### config.mk
export PLATFORM = sky130hd
export DESIGN_NAME = axi_lite_image_master
export DESIGN_NICKNAME = d
export VERILOG_FILES = /design/src/rtl/axi_lite_image_master.sv
export SDC_FILE = /design/constraint.sdc
export NUM_CORES = 1
export LEC_CHECK = 0
export ABC_AREA = 1
export CORE_MARGIN = 4
export CORE_UTILIZATION = 44
export DETAILED_ROUTE_END_ITERATION = 10
export GPL_ROUTABILITY_DRIVEN = 0
export HOLD_SLACK_MARGIN = 0.03
export PLACE_DENSITY_LB_ADDON = 0.05
export SLEW_MARGIN = 0
export SYNTH_ARGS = -nofsm -noshare
export SYNTH_HDL_FRONTEND = slang
export SYNTH_SLANG_ARGS = --single-unit
### constraint.sdc
create_clock -name ACLK -period 2.35 [get_ports ACLK]
set_input_delay 0.235 -clock ACLK [delete_from_list [all_inputs] [get_ports ACLK]]
set_output_delay 0.235 -clock ACLK [all_outputs]
set_load 0.01 [all_outputs]
### src/rtl/axi_lite_image_master.sv
`default_nettype none
// ============================================================================
//  Module   : axi_lite_image_master
//  Purpose  : AXI4-Lite master that streams one image from a local pixel RAM
//             into the SNN coprocessor register file, triggers it, polls the
//             status register for the ready bit and then clears the trigger.
//  Revision : 1.0 - initial release
// ============================================================================
module axi_lite_image_master #(
  parameter int IMAGE_SIZE      = 256,
  parameter int IMAGE_SIZE_BITS = $clog2(IMAGE_SIZE),
  parameter int PIXEL_BITS      = 8,
  parameter int ADDR_STRIDE     = 1,
  parameter int POLL_GAP        = 16,
  parameter int POLL_MAX        = 65535
) (
  input  logic                       ACLK,
  input  logic                       ARESETN,
  input  logic                       START,
  output logic                       BUSY,
  output logic                       DONE,
  output logic                       ERROR,
  output logic [7:0]                 DIGIT,
  output logic [IMAGE_SIZE_BITS-1:0] PIX_RADDR,
  input  logic [PIXEL_BITS-1:0]      PIX_RDATA,
  output logic [31:0]                AWADDR,
  output logic [2:0]                 AWPROT,
  output logic                       AWVALID,
  input  logic                       AWREADY,
  output logic [31:0]                WDATA,
  output logic [3:0]                 WSTRB,
  output logic                       WVALID,
  input  logic                       WREADY,
  input  logic [1:0]                 BRESP,
  input  logic                       BVALID,
  output logic                       BREADY,
  output logic [31:0]                ARADDR,
  output logic [2:0]                 ARPROT,
  output logic                       ARVALID,
  input  logic                       ARREADY,
  input  logic [31:0]                RDATA,
  input  logic [1:0]                 RRESP,
  input  logic                       RVALID,
  output logic                       RREADY
);

  localparam int POLL_BITS = $clog2(POLL_MAX + 1);
  localparam int GAP_BITS  = (POLL_GAP > 1) ? $clog2(POLL_GAP) : 1;

  localparam logic [POLL_BITS-1:0]       POLL_LIMIT = POLL_BITS'(POLL_MAX);
  localparam logic [GAP_BITS-1:0]        GAP_LAST   = GAP_BITS'((POLL_GAP > 0) ? POLL_GAP - 1 : 0);
  localparam logic [IMAGE_SIZE_BITS-1:0] LAST_IDX   = IMAGE_SIZE_BITS'(IMAGE_SIZE - 1);
  localparam logic [31:0]                STRIDE     = 32'(ADDR_STRIDE);
  localparam logic [31:0]                TRIG_ADDR  = 32'(IMAGE_SIZE * ADDR_STRIDE);

  typedef enum logic [3:0] {
    S_IDLE, S_FETCH, S_WR, S_WRESP, S_TRIG, S_TRESP,
    S_GAP, S_RADDR, S_RDATA_S, S_CLR, S_CRESP, S_FIN
  } state_t;

  state_t                     state, state_n;
  logic                       fetch_wait, fetch_wait_n;
  logic [POLL_BITS-1:0]       poll_cnt, poll_n;
  logic [GAP_BITS-1:0]        gap_cnt, gap_n;
  logic [IMAGE_SIZE_BITS-1:0] idx_n;
  logic                       busy_n, done_n, error_n;
  logic [7:0]                 digit_n;
  logic [31:0]                awaddr_n, wdata_n;
  logic [3:0]                 wstrb_n;
  logic                       awvalid_n, wvalid_n, bready_n, arvalid_n, rready_n;
  logic                       start_clr;

  // Only the ready flag and digit byte of the status word carry meaning.
  logic unused_rdata;
  assign unused_rdata = ^{RDATA[30:8], 1'b0};

  // Protection bits and the status register address never change.
  assign AWPROT = 3'b000;
  assign ARPROT = 3'b000;
  assign ARADDR = 32'd0;

  // Register every output and FSM variable; reset drops any open handshake.
  always_ff @(posedge ACLK) begin
    if (!ARESETN) begin
      state      <= S_IDLE;
      fetch_wait <= 1'b0;
      poll_cnt   <= '0;
      gap_cnt    <= '0;
      PIX_RADDR  <= '0;
      BUSY       <= 1'b0;
      DONE       <= 1'b0;
      ERROR      <= 1'b0;
      DIGIT      <= 8'd0;
      AWADDR     <= 32'd0;
      WDATA      <= 32'd0;
      WSTRB      <= 4'd0;
      AWVALID    <= 1'b0;
      WVALID     <= 1'b0;
      BREADY     <= 1'b0;
      ARVALID    <= 1'b0;
      RREADY     <= 1'b0;
    end else begin
      state      <= state_n;
      fetch_wait <= fetch_wait_n;
      poll_cnt   <= poll_n;
      gap_cnt    <= gap_n;
      PIX_RADDR  <= idx_n;
      BUSY       <= busy_n;
      DONE       <= done_n;
      ERROR      <= error_n;
      DIGIT      <= digit_n;
      AWADDR     <= awaddr_n;
      WDATA      <= wdata_n;
      WSTRB      <= wstrb_n;
      AWVALID    <= awvalid_n;
      WVALID     <= wvalid_n;
      BREADY     <= bready_n;
      ARVALID    <= arvalid_n;
      RREADY     <= rready_n;
    end
  end

  // Next-state and next-output decode; PIX_RADDR doubles as the pixel index.
  always_comb begin
    state_n      = state;
    fetch_wait_n = fetch_wait;
    poll_n       = poll_cnt;
    gap_n        = gap_cnt;
    idx_n        = PIX_RADDR;
    busy_n       = BUSY;
    done_n       = 1'b0;
    error_n      = ERROR;
    digit_n      = DIGIT;
    awaddr_n     = AWADDR;
    wdata_n      = WDATA;
    wstrb_n      = WSTRB;
    awvalid_n    = AWVALID;
    wvalid_n     = WVALID;
    bready_n     = BREADY;
    arvalid_n    = ARVALID;
    rready_n     = RREADY;
    start_clr    = 1'b0;

    case (state)
      S_IDLE: begin
        if (START) begin
          busy_n       = 1'b1;
          error_n      = 1'b0;
          idx_n        = '0;
          fetch_wait_n = 1'b0;
          state_n      = S_FETCH;
        end
      end
      S_FETCH: begin
        // First cycle lets the RAM register the address, second captures data.
        if (!fetch_wait) begin
          fetch_wait_n = 1'b1;
        end else begin
          fetch_wait_n = 1'b0;
          awaddr_n     = 32'(PIX_RADDR) * STRIDE;
          wdata_n      = 32'(PIX_RDATA);
          wstrb_n      = 4'b0001;
          awvalid_n    = 1'b1;
          wvalid_n     = 1'b1;
          state_n      = S_WR;
        end
      end
      S_WR, S_TRIG, S_CLR: begin
        if (AWVALID && AWREADY) awvalid_n = 1'b0;
        if (WVALID && WREADY)   wvalid_n  = 1'b0;
        if (!awvalid_n && !wvalid_n) begin
          bready_n = 1'b1;
          state_n  = (state == S_WR)   ? S_WRESP :
                     (state == S_TRIG) ? S_TRESP : S_CRESP;
        end
      end
      S_WRESP, S_TRESP, S_CRESP: begin
        if (BVALID && BREADY) begin
          bready_n = 1'b0;
          if (BRESP != 2'b00) begin
            error_n = 1'b1;
            state_n = S_FIN;
          end else if (state == S_WRESP) begin
            if (PIX_RADDR == LAST_IDX) begin
              awaddr_n  = TRIG_ADDR;
              wdata_n   = 32'd1;
              wstrb_n   = 4'b1111;
              awvalid_n = 1'b1;
              wvalid_n  = 1'b1;
              state_n   = S_TRIG;
            end else begin
              idx_n   = PIX_RADDR + 1'b1;
              state_n = S_FETCH;
            end
          end else if (state == S_TRESP) begin
            poll_n    = '0;
            arvalid_n = 1'b1;
            state_n   = S_RADDR;
          end else begin
            state_n = S_FIN;
          end
        end
      end
      S_RADDR: begin
        if (ARVALID && ARREADY) begin
          arvalid_n = 1'b0;
          rready_n  = 1'b1;
          state_n   = S_RDATA_S;
        end
      end
      S_RDATA_S: begin
        if (RVALID && RREADY) begin
          rready_n = 1'b0;
          poll_n   = poll_cnt + 1'b1;
          if (RRESP != 2'b00) begin
            error_n   = 1'b1;
            start_clr = 1'b1;
          end else if (RDATA[31]) begin
            digit_n   = RDATA[7:0];
            start_clr = 1'b1;
          end else if (poll_n == POLL_LIMIT) begin
            error_n   = 1'b1;
            start_clr = 1'b1;
          end else begin
            gap_n   = '0;
            state_n = S_GAP;
          end
        end
      end
      S_GAP: begin
        if (gap_cnt == GAP_LAST) begin
          arvalid_n = 1'b1;
          state_n   = S_RADDR;
        end else begin
          gap_n = gap_cnt + 1'b1;
        end
      end
      S_FIN: begin
        done_n  = 1'b1;
        busy_n  = 1'b0;
        state_n = S_IDLE;
      end
      default: state_n = S_IDLE;
    endcase

    // The trigger-clear write follows every poll outcome.
    if (start_clr) begin
      awaddr_n  = TRIG_ADDR;
      wdata_n   = 32'd0;
      wstrb_n   = 4'b1111;
      awvalid_n = 1'b1;
      wvalid_n  = 1'b1;
      state_n   = S_CLR;
    end
  end

endmodule
`default_nettype wire

Word level (Yosys, flattened, before mapping) --
Cells that the tools add are included.
Operators by class: add/sub/neg operators 3, eq/ne operators 47, mux-type cells 100, bitwise gates (word level) 2, reductions and logical operators 41
Operator list (count):
- 2-to-1 mux 32 bit | 10
- case mux 32 bit (2 select lines) | 2
- 2-to-1 mux 4 bit | 27
- 2-to-1 mux 16 bit | 5
- != test 3 bit (second input constant) | 15
- 2-to-1 mux 8 bit | 5
- 2-to-1 mux 1 bit | 36
- != test 2 bit (second input constant) | 18
- AND reduction 6 bit | 6
- case mux 16 bit (2 select lines) | 1
- case mux 4 bit (7 select lines) | 1
- equality test 4 bit (second input constant) | 5
- AND reduction 10 bit | 2
- nonzero test 2 bit | 10
- adder 16 x 1 -> 16 bit (second input constant) | 1
- equality test 16 bit (second input constant) | 1
- equality test 4 x 3 -> 1 bit (second input constant) | 4
- case mux 4 bit (2 select lines) | 2
- case mux 8 bit (2 select lines) | 1
- AND reduction 7 bit | 2
- case mux 1 bit (3 select lines) | 4
- 2-to-1 mux 9 bit | 1
- nonzero test 3 bit | 3
- adder 8 x 1 -> 8 bit (second input constant) | 1
- 16 further kinds | 30
Storage, ports and cells: flip-flop bits (word level) 117, bits of input ports 52, output and inout port bits 130, word-level logic and storage cells 212

Longest topological paths before layout --
depth in word-level cells 9, mapped depth 16, gate-level depth less buffers 16

Least setup slack after synthesis --
Ideal clock, no wire load.
kind register -> register, start point reg poll_cnt[1], end point reg state[1], setup time 113 ps, arrival 1782 ps, data required time 2237 ps, setup slack 454 ps, cell stages (with the launch flop) 14, path buffers 1, clock period less this slack 1896 ps, cells stage by stage dfxtp_1 -> ha_1 -> nand3_2 -> nor2_4 -> nand2_1 -> nand2_1 -> nand2_1 -> nor3_1 -> nand3_2 -> nand3_2 -> nand2_4 -> nand2_8 -> buf_8 -> nor2_1
On the way: word-level cells in the longest chain between the ends 8, elaborated cells between the ends (all ways) 10, those cells by class 1 x add/sub; 2 x eq/ne; 5 x mux; 2 x reduce/logical
RTL lines:
- start: declaration | RTL line 63 | logic [POLL_BITS-1:0] poll_cnt, poll_n;
- start signal: assignment | RTL line 105 | poll_cnt <= poll_n;
- adder 16 x 1 -> 16 bit (*) | RTL line 214 | poll_n = poll_cnt + 1'b1;
- equality test 16 bit (*) | RTL line 221 | end else if (poll_n == POLL_LIMIT) begin
- 2-to-1 mux 1 bit | RTL line 221
- 2-to-1 mux 1 bit | RTL line 218 | end else if (RDATA[31]) begin
- 2-to-1 mux 1 bit | RTL line 215 | if (RRESP != 2'b00) begin
- 2-to-1 mux 1 bit | RTL line 212 | if (RVALID && RREADY) begin
- 2-to-1 mux 1 bit | RTL line 144 | case (state)
- OR reduction 2 bit (no line)
- end signal: assignment | RTL line 103 | state <= state_n;
- end: declaration | RTL line 61 | state_t state, state_n;
Mark *: on every way between the ends. The rest lies on a longest branch, timed or not. A chain may end at the register's enable or synchronous reset.

Worst setup path in the final report --
start point reg poll_cnt[1], end point reg state[2]
Same word-level chain as after synthesis.

==> key figures <==
Outcome
  • Outcome: finished clean

CTS
  • CTS tree: yes
  • CTS Buf Count: 9
  • Clk Latency, worst-skew pair: around 330 ps
  • Root Driver: clkbuf_8
  • H-tree levels: 3
  • Worst-path clk slew: 70 ps
  • Total clock sinks: between 60 and 70
  • Hold_buf cts: 0
  • Clock tree buffer depth: 2

Logic synthesis
  • Post-synthesis sequential area ratio: between 30% and 40%
  • Syn avg cell area: 6.97 µm²
  • Mapped Area: about 4400 µm²
  • Warnings, synthesis: 0
  • Synth Area in Simple Gates: 26.5%
  • Synth top area cells: dfxtp_1 31%, buf_4 16%, nand2_1 8.9%, inv_1 6.4%, a21oi_1 6.0%
  • Synthesized instance count: around 630
  • FF+latch count, synth: between 60 and 70
  • Largest area contributor in the netlist: dfxtp_1
  • Mux contribution to synthesized area: 0%
  • Count of cell types in the netlist: between 40 and 50
  • Top_reg_cell synth: dfxtp_1
  • Largest family of logic cells by synthesized area: simple AND/OR/NAND/NOR gates
  • Adder-Cell Fraction of Synth Area: under 10%
  • Top cell type's share of synthesized area: 30.7%
  • Compound-Gate Fraction of Synth Area: 16.5%
  • Number of enable flip-flop cells after synthesis: 0
  • FFs w/ async S/R, synth: 0%
  • Xor and xnor fraction of the mapped netlist area: less than 1%

Global routing
  • Largest net degree at the start of global routing: 25
  • Initial antenna violation count: 0
  • First-pass GRT wire length: ~17000 µm
  • Number of global-route vias before repair: 3660
  • Total GRT Usage: between 10% and 20%
  • Gr ovfl total: 0

STA
  • Fin crit share: approximately 92%
  • Setup-failing EPs final: 0
  • Worst clock skew: between 10 and 15 ps
  • RSZ-0062 raised after global routing: false
  • Hold Slack: around 450 ps
  • Achievable frequency: approximately 0.46 GHz
  • Min Tclk post-route: approximately 2200 ps
  • Worst setup margin: 178 ps
  • Hold Vio Cnt, Final: 0
  • Final Max Tran Viols: 0
  • Setup TNS: 0 ps

Place
  • Post-DP HPWL: approximately 8000 µm
  • Total placed instance area: between 4000 and 5000 µm²
  • Pre-CTS setup slack: 130 ps
  • Port Buffer Count: 73
  • Placed Cells: a little over 800

Power
  • Reg power frac: roughly 34%
  • Sw frac: between 40% and 50%
  • Pleak: between 2 and 2.5 nW
  • Pwr Density: between 900 and 1000 nW/µm²
  • Peak VDD IR: 0.000495 V
  • Clock power share: 15.9%
  • Internal power: 2.89 mW
  • Combinational power share: approximately half
  • Switching power: 2.19 mW
  • Final Power: 5.09 mW

Layout
  • Util after Layout: 52.6%
  • Ant. Diodes: 0
  • Nets@finish: roughly 760
  • Share of cells above drive strength 1: 10.6%
  • Synthesis-to-finish area growth: 17.2%
  • Cell area after layout: 5110 µm²
  • Non-filler cells, final: roughly 840
  • Layout fillers: 980

Setup path
  • Critical Path Fanout Max: 5
  • CP endpoint kind: register
  • Critical path class: reg -> reg
  • Crit path DAT: between 2000 and 2500 ps
  • Startpoint Class: register
  • Critical path origin: poll_cnt[1]
  • FF-to-FF Start: poll_cnt[1]
  • CP required: 2580 ps

Floorplanning
  • Die Y: ~110 µm
  • Die Span X: roughly 110 µm
  • Die Area: about 12000 µm²
  • Initial Util: about 45%
  • Core Footprint: 9730 µm²
  • Row count: 36
  • IO Pins: roughly 180

Drt
  • Post-Route WL: ~10000 µm
  • WL per Instance: about 12 µm
  • Vias per cell: 4.75
  • Via count: ~4000
  • Starting DRT DRC Count: approximately 230
  • Drt pass-1 iters: 5
  • Routed Antenna Nets: 0
  • # DRC: 0

Hold path
  • Worst hold path class: reg -> reg
  • Worst min-delay path startpoint: DIGIT[5]

Flow run
  • Max cap viols: 0
==> repair_timing <==
| item | in CTS | in global routing |
|---|---|---|
| resized for setup | 0 | 6 |
| setup buffers | 0 | 2 |
| endpoints found under the setup margin | 0 | 35 |
==> registers in the layout (all words and copies together), names as in the netlist, 2 cells and up <==
name       cells
AWADDR         8
state          4
WDATA          8
DIGIT          8
poll_cnt      16
PIX_RADDR      8
gap_cnt        4
WSTRB          2
==> critical path, cell delays in order, from the launching register on <==
cell and delay, ps:
dfxtp_2 370, ha_2 220, nand3_2 160, nor2_2 280, nand3_1 100, nand2_1 110
nand2_1 60, nor2_1 140, nand3_2 130, nand2_2 120, nand2_4 80, nand2_2 120
nand2_1 60, o21ai_1 90, nor2_2 40
==> cell families after synthesis <==
| kind of cell | Yosys count |
|---|---|
| adder cells (fa/ha/maj) | 4 |
| AO/OA/AOI/OAI | 120 |
| buffers and inverters | 181 |
| AND/OR/NAND/NOR | 249 |
| XOR/XNOR | 4 |
| flip-flops | 67 |
| other | 1 |
==> final timing paths <==
path	to	slack, ps	cells after the start
min	DIGIT[5]	450	2
max reg2reg	state[2]	180	14
max	state[2]	180	14
min reg2reg	DIGIT[5]	450	2
==> routing by layer <==
layer	part of all wire, %	vias to the layer above	global-route usage [%]
li1	-	2020	-
met1	44	1815	22.8
met2	48	145	29.0
met3	7.8	13	5.10
met4	0.96	0	4.15
met5	0	-	0
==> cells in the final DEF, fill, tap and decap left out, types with 4 or more instances in the layout <==
cell	n
a21oi_1	52
nor2_2	7
o21ai_1	4
inv_1	74
nand4_1	12
a211oi_1	6
clkdlybuf4s50_1	73
nor3_1	6
conb_1	85
a211oi_2	10
nand2_2	8
dfxtp_1	65
clkbuf_8	10
nor2_1	59
nand3_2	4
nand2_1	104
nand3_1	36
buf_4	14
o21ai_0	39
==> cell type report <==
cell class	count	area, µm²	share of cell area, %
clock inverters	3	17.5	0.343
well taps	133	166	3.25
repair buffers	88	856	16.7
inverters	77	289	5.65
flip-flops and latches	67	1340	26.3
multi-input cells	463	2300	45.0
clock buffers	10	138	2.69
==> power by group through the flow <==
stage,logic (mW),clock network (mW),registers [mW]
floorplan,1.83,0,1.73
global placement,2.46,0,1.72
detailed placement,2.49,0,1.73
CTS,2.51,0.839,1.71
global route,2.90,0.890,1.76
finish,2.57,0.807,1.71
==> synth_stat cells (2+ instances only) <==
master    count
buf_6         3
nor3_1        6
xor2_1        3
ha_1          4
nand2_1     104
o21ai_0      39
buf_2         3
nor2_1       60
o211a_1       2
nand3_1      36
nand4_1      12
and3_1        2
dfxtp_1      67
a211oi_1      6
a31oi_1       2
nand3_2       5
nand2_2       8
clkbuf_1      5
o21ai_1       4
inv_1        74
a211oi_2     10
nor2_4        2
inv_2         3
buf_4        91
nand2_4       3
a21oi_1      52
nor2_2        6
Power figures use the tool's default switching activity.
==> edit, RTL diff (config.mk and constraints unchanged) <==
Reset style: asynchronous (`ARESETN`), changed in one clocked block.
--- a/src/rtl/axi_lite_image_master.sv
+++ b/src/rtl/axi_lite_image_master.sv
@@ -81,5 +81,5 @@
 
   // Register every output and FSM variable; reset drops any open handshake.
-  always_ff @(posedge ACLK) begin
+  always_ff @(posedge ACLK or negedge ARESETN) begin
     if (!ARESETN) begin
       state      <= S_IDLE;
Formal check against the unedited RTL: differs if ARESETN is asserted again (counterexample within 4 cycles, from zero or initial values and one cycle with ARESETN low); with ARESETN held inactive, the same outputs for 4 cycles.
==> edit against the unedited design <==
Final area grew 3.8%. First-iteration DRC count shrank 49%. Synthesized area up 2.5%. Synthesized cell count fell by 7.7%. Worst setup slack improved by 0.018 ns. Routed wire length is 1.4% lower. Sequential cell count unchanged. Total power rose by 22%. Critical endpoint is now WDATA[4]. Highest routed layer unchanged.
==> edit: results (changes against the unedited design) <==
[sta]
whs_ns=0.430  ; was 0.448 ns
clock_skew_ns=0.00704  ; was 0.0103 ns

[route]
wirelength_um=10100  ; was 10300 um
drt-initial-drc-count=114  ; was 225
firstDrtPassIters=4  ; was 5
via_count=3721  ; was 3993

[clock_network]
clk_pin_slew_worst_paths_ns=0.07  ; about the same
htree_levels=3  ; unchanged
cts_made_buffers=9  ; unchanged
clock_latency_ns=0.35  ; was 0.33 ns
cts_buffer_depth=2  ; unchanged
cts_root_buf=clkbuf_8  ; unchanged

[setup_path]
crit_fanout=9  ; was 5
arrival_ns=2.38  ; was 2.40 ns
r2r_setup_slack_ns=0.20  ; was 0.18 ns
r2r-start=poll_cnt[1]  ; unchanged
r2r-end=WDATA[4]  ; was state[2]
reg2reg_depth=13  ; was 14

[grt]
grt_start_max_net_pins=68  ; was 25
grt_usage=0.172  ; was 0.176
antenna_found_initial=0  ; unchanged
grt_pass1_wl_um=16200  ; was 16700 um
grt_pass1_vias=3449  ; was 3660

[placed_design]
placed_cell_area_um2=5050  ; was 4900 um^2
dp_hpwl_um=7640  ; was 7830 um
dpl.cell_count=780  ; was 825
port_buffers=73  ; unchanged

[synthesis]
synth_warnings=0  ; unchanged
yosysSeqAreaShare=0.375  ; was 0.307
synth_cell_types=39  ; was 41
synth_area_leaders=dfrtp_1 (37%), buf_4 (15%), nand2_1 (11%), inv_1 (5.0%), nor2_1 (4.3%)  ; was dfxtp_1 (31%), buf_4 (16%), nand2_1 (8.9%), inv_1 (6.4%), a21oi_1 (6.0%)
synth_commonest_cells=nand2_1 (132), buf_4 (91), dfrtp_1 (67), inv_1 (59), nor2_1 (51)  ; was nand2_1 (104), buf_4 (91), inv_1 (74), dfxtp_1 (67), nor2_1 (60)
syn-instance-count=578  ; was 626
async_flop_share=1.00  ; was 0

[finish]
drive_gt1_frac=0.113  ; was 0.106
fillers=982  ; was 980
diodes=0  ; unchanged
finalNonFillerCells=799  ; was 841
largest_reg_flops=16  ; unchanged
largest_register=poll_cnt  ; unchanged
fin_nets=717  ; was 762

[hold_path]
hp-class=primary input to asynchronous set/reset pin  ; was register to register

[outcome]
status=finished, final reports clean  ; unchanged

[power_and_ir_drop]
leakage_nw=2.53  ; was 2.14 nW
peakVddDrop_v=0.000481  ; was 0.000495 V

==> edit: cell count changes after synthesis, sizes merged, moves of 5 or more <==
| cell | delta |
|---|---|
| inv | -15 |
| a21oi | -46 |
| dfrtp | +67 |
| o21ai | -5 |
| o2111ai | +15 |
| dfxtp | -67 |
| a211oi | -15 |
| nand2 | +25 |
| mux2 | +8 |
| nand3 | -12 |
==> edit: worst max-delay path, stage by stage (launching register included) <==
cell	delay, ns
dfrtp_1	0.39
ha_2	0.22
nand2_2	0.08
nor2_4	0.14
nand2_2	0.10
xor2_1	0.18
nand3_1	0.11
nor2_1	0.14
nand2_2	0.11
nand3_2	0.09
nand2_4	0.10
buf_4	0.20
o2111ai_1	0.09
nand2_1	0.08
==> edit: through the flow <==
step | worst slack (ns) | utilization
floorplan | 0.423 | -
global placement | 0.0606 | 0.515
detailed placement | -0.0605 | 0.515
CTS | 0.0767 | 0.537
global route | -0.00728 | 0.541
finish | 0.196 | 0.541
==> edit: how the worst max path moves through the flow <==
stage | from | slack (ns) | to
5_1_grt | poll_cnt[1] | -0.007 | AWADDR[7]
3_3_place_gp | state[3] | 0.06 | poll_cnt[2]
6_report | poll_cnt[1] | 0.20 | WDATA[4]
2_1_floorplan | poll_cnt[1] | 0.42 | WDATA[0]
3_5_place_dp | state[1] | -0.06 | poll_cnt[3]
4_1_cts | poll_cnt[1] | 0.08 | WDATA[3]
==> edit: cells by family after synthesis <==
logic type,Yosys count,share of synthesized area
AO/OA/AOI/OAI,74,0.102
XOR/XNOR,4,0.00783
adder cells (fa/ha/maj),4,0.0112
buffers and inverters,163,0.216
flip-flops,67,0.375
multiplexers,8,0.0201
other,1,0.000839
AND/OR/NAND/NOR,257,0.267
==> edit: routing by layer <==
metal / global-route usage / up-vias / share of wire
li1: - / 1865 / -
met1: 0.218 / 1768 / 0.44
met2: 0.288 / 74 / 0.50
met3: 0.0379 / 14 / 0.043
met4: 0.0604 / 0 / 0.016
met5: 0 / - / 0
==> edit: what timing repair did <==
action,4_1_cts,5_1_grt
resized for setup,0,4
setup buffers,1,1
hold endpoints to repair,67,0
setup endpoints to repair,2,21
pin swaps,1,0
hold buffers,1,0
==> edit: layout make-up <==
class	count	area [um^2]	area share
well taps	133	166	0.0313
multi-input cells	432	2170	0.409
repair buffers	88	866	0.163
clock buffers	11	141	0.0266
flip-flops and latches	67	1680	0.316
inverters	63	236	0.0445
clock inverters	5	52.6	0.00990
==> edit: power by group <==
group,leakage [nW],switching [mW],internal (mW)
clock network,0.0991,0.444,0.514
logic,1.54,2.04,1.35
registers,0.886,0.312,1.55
total,2.53,2.80,3.41
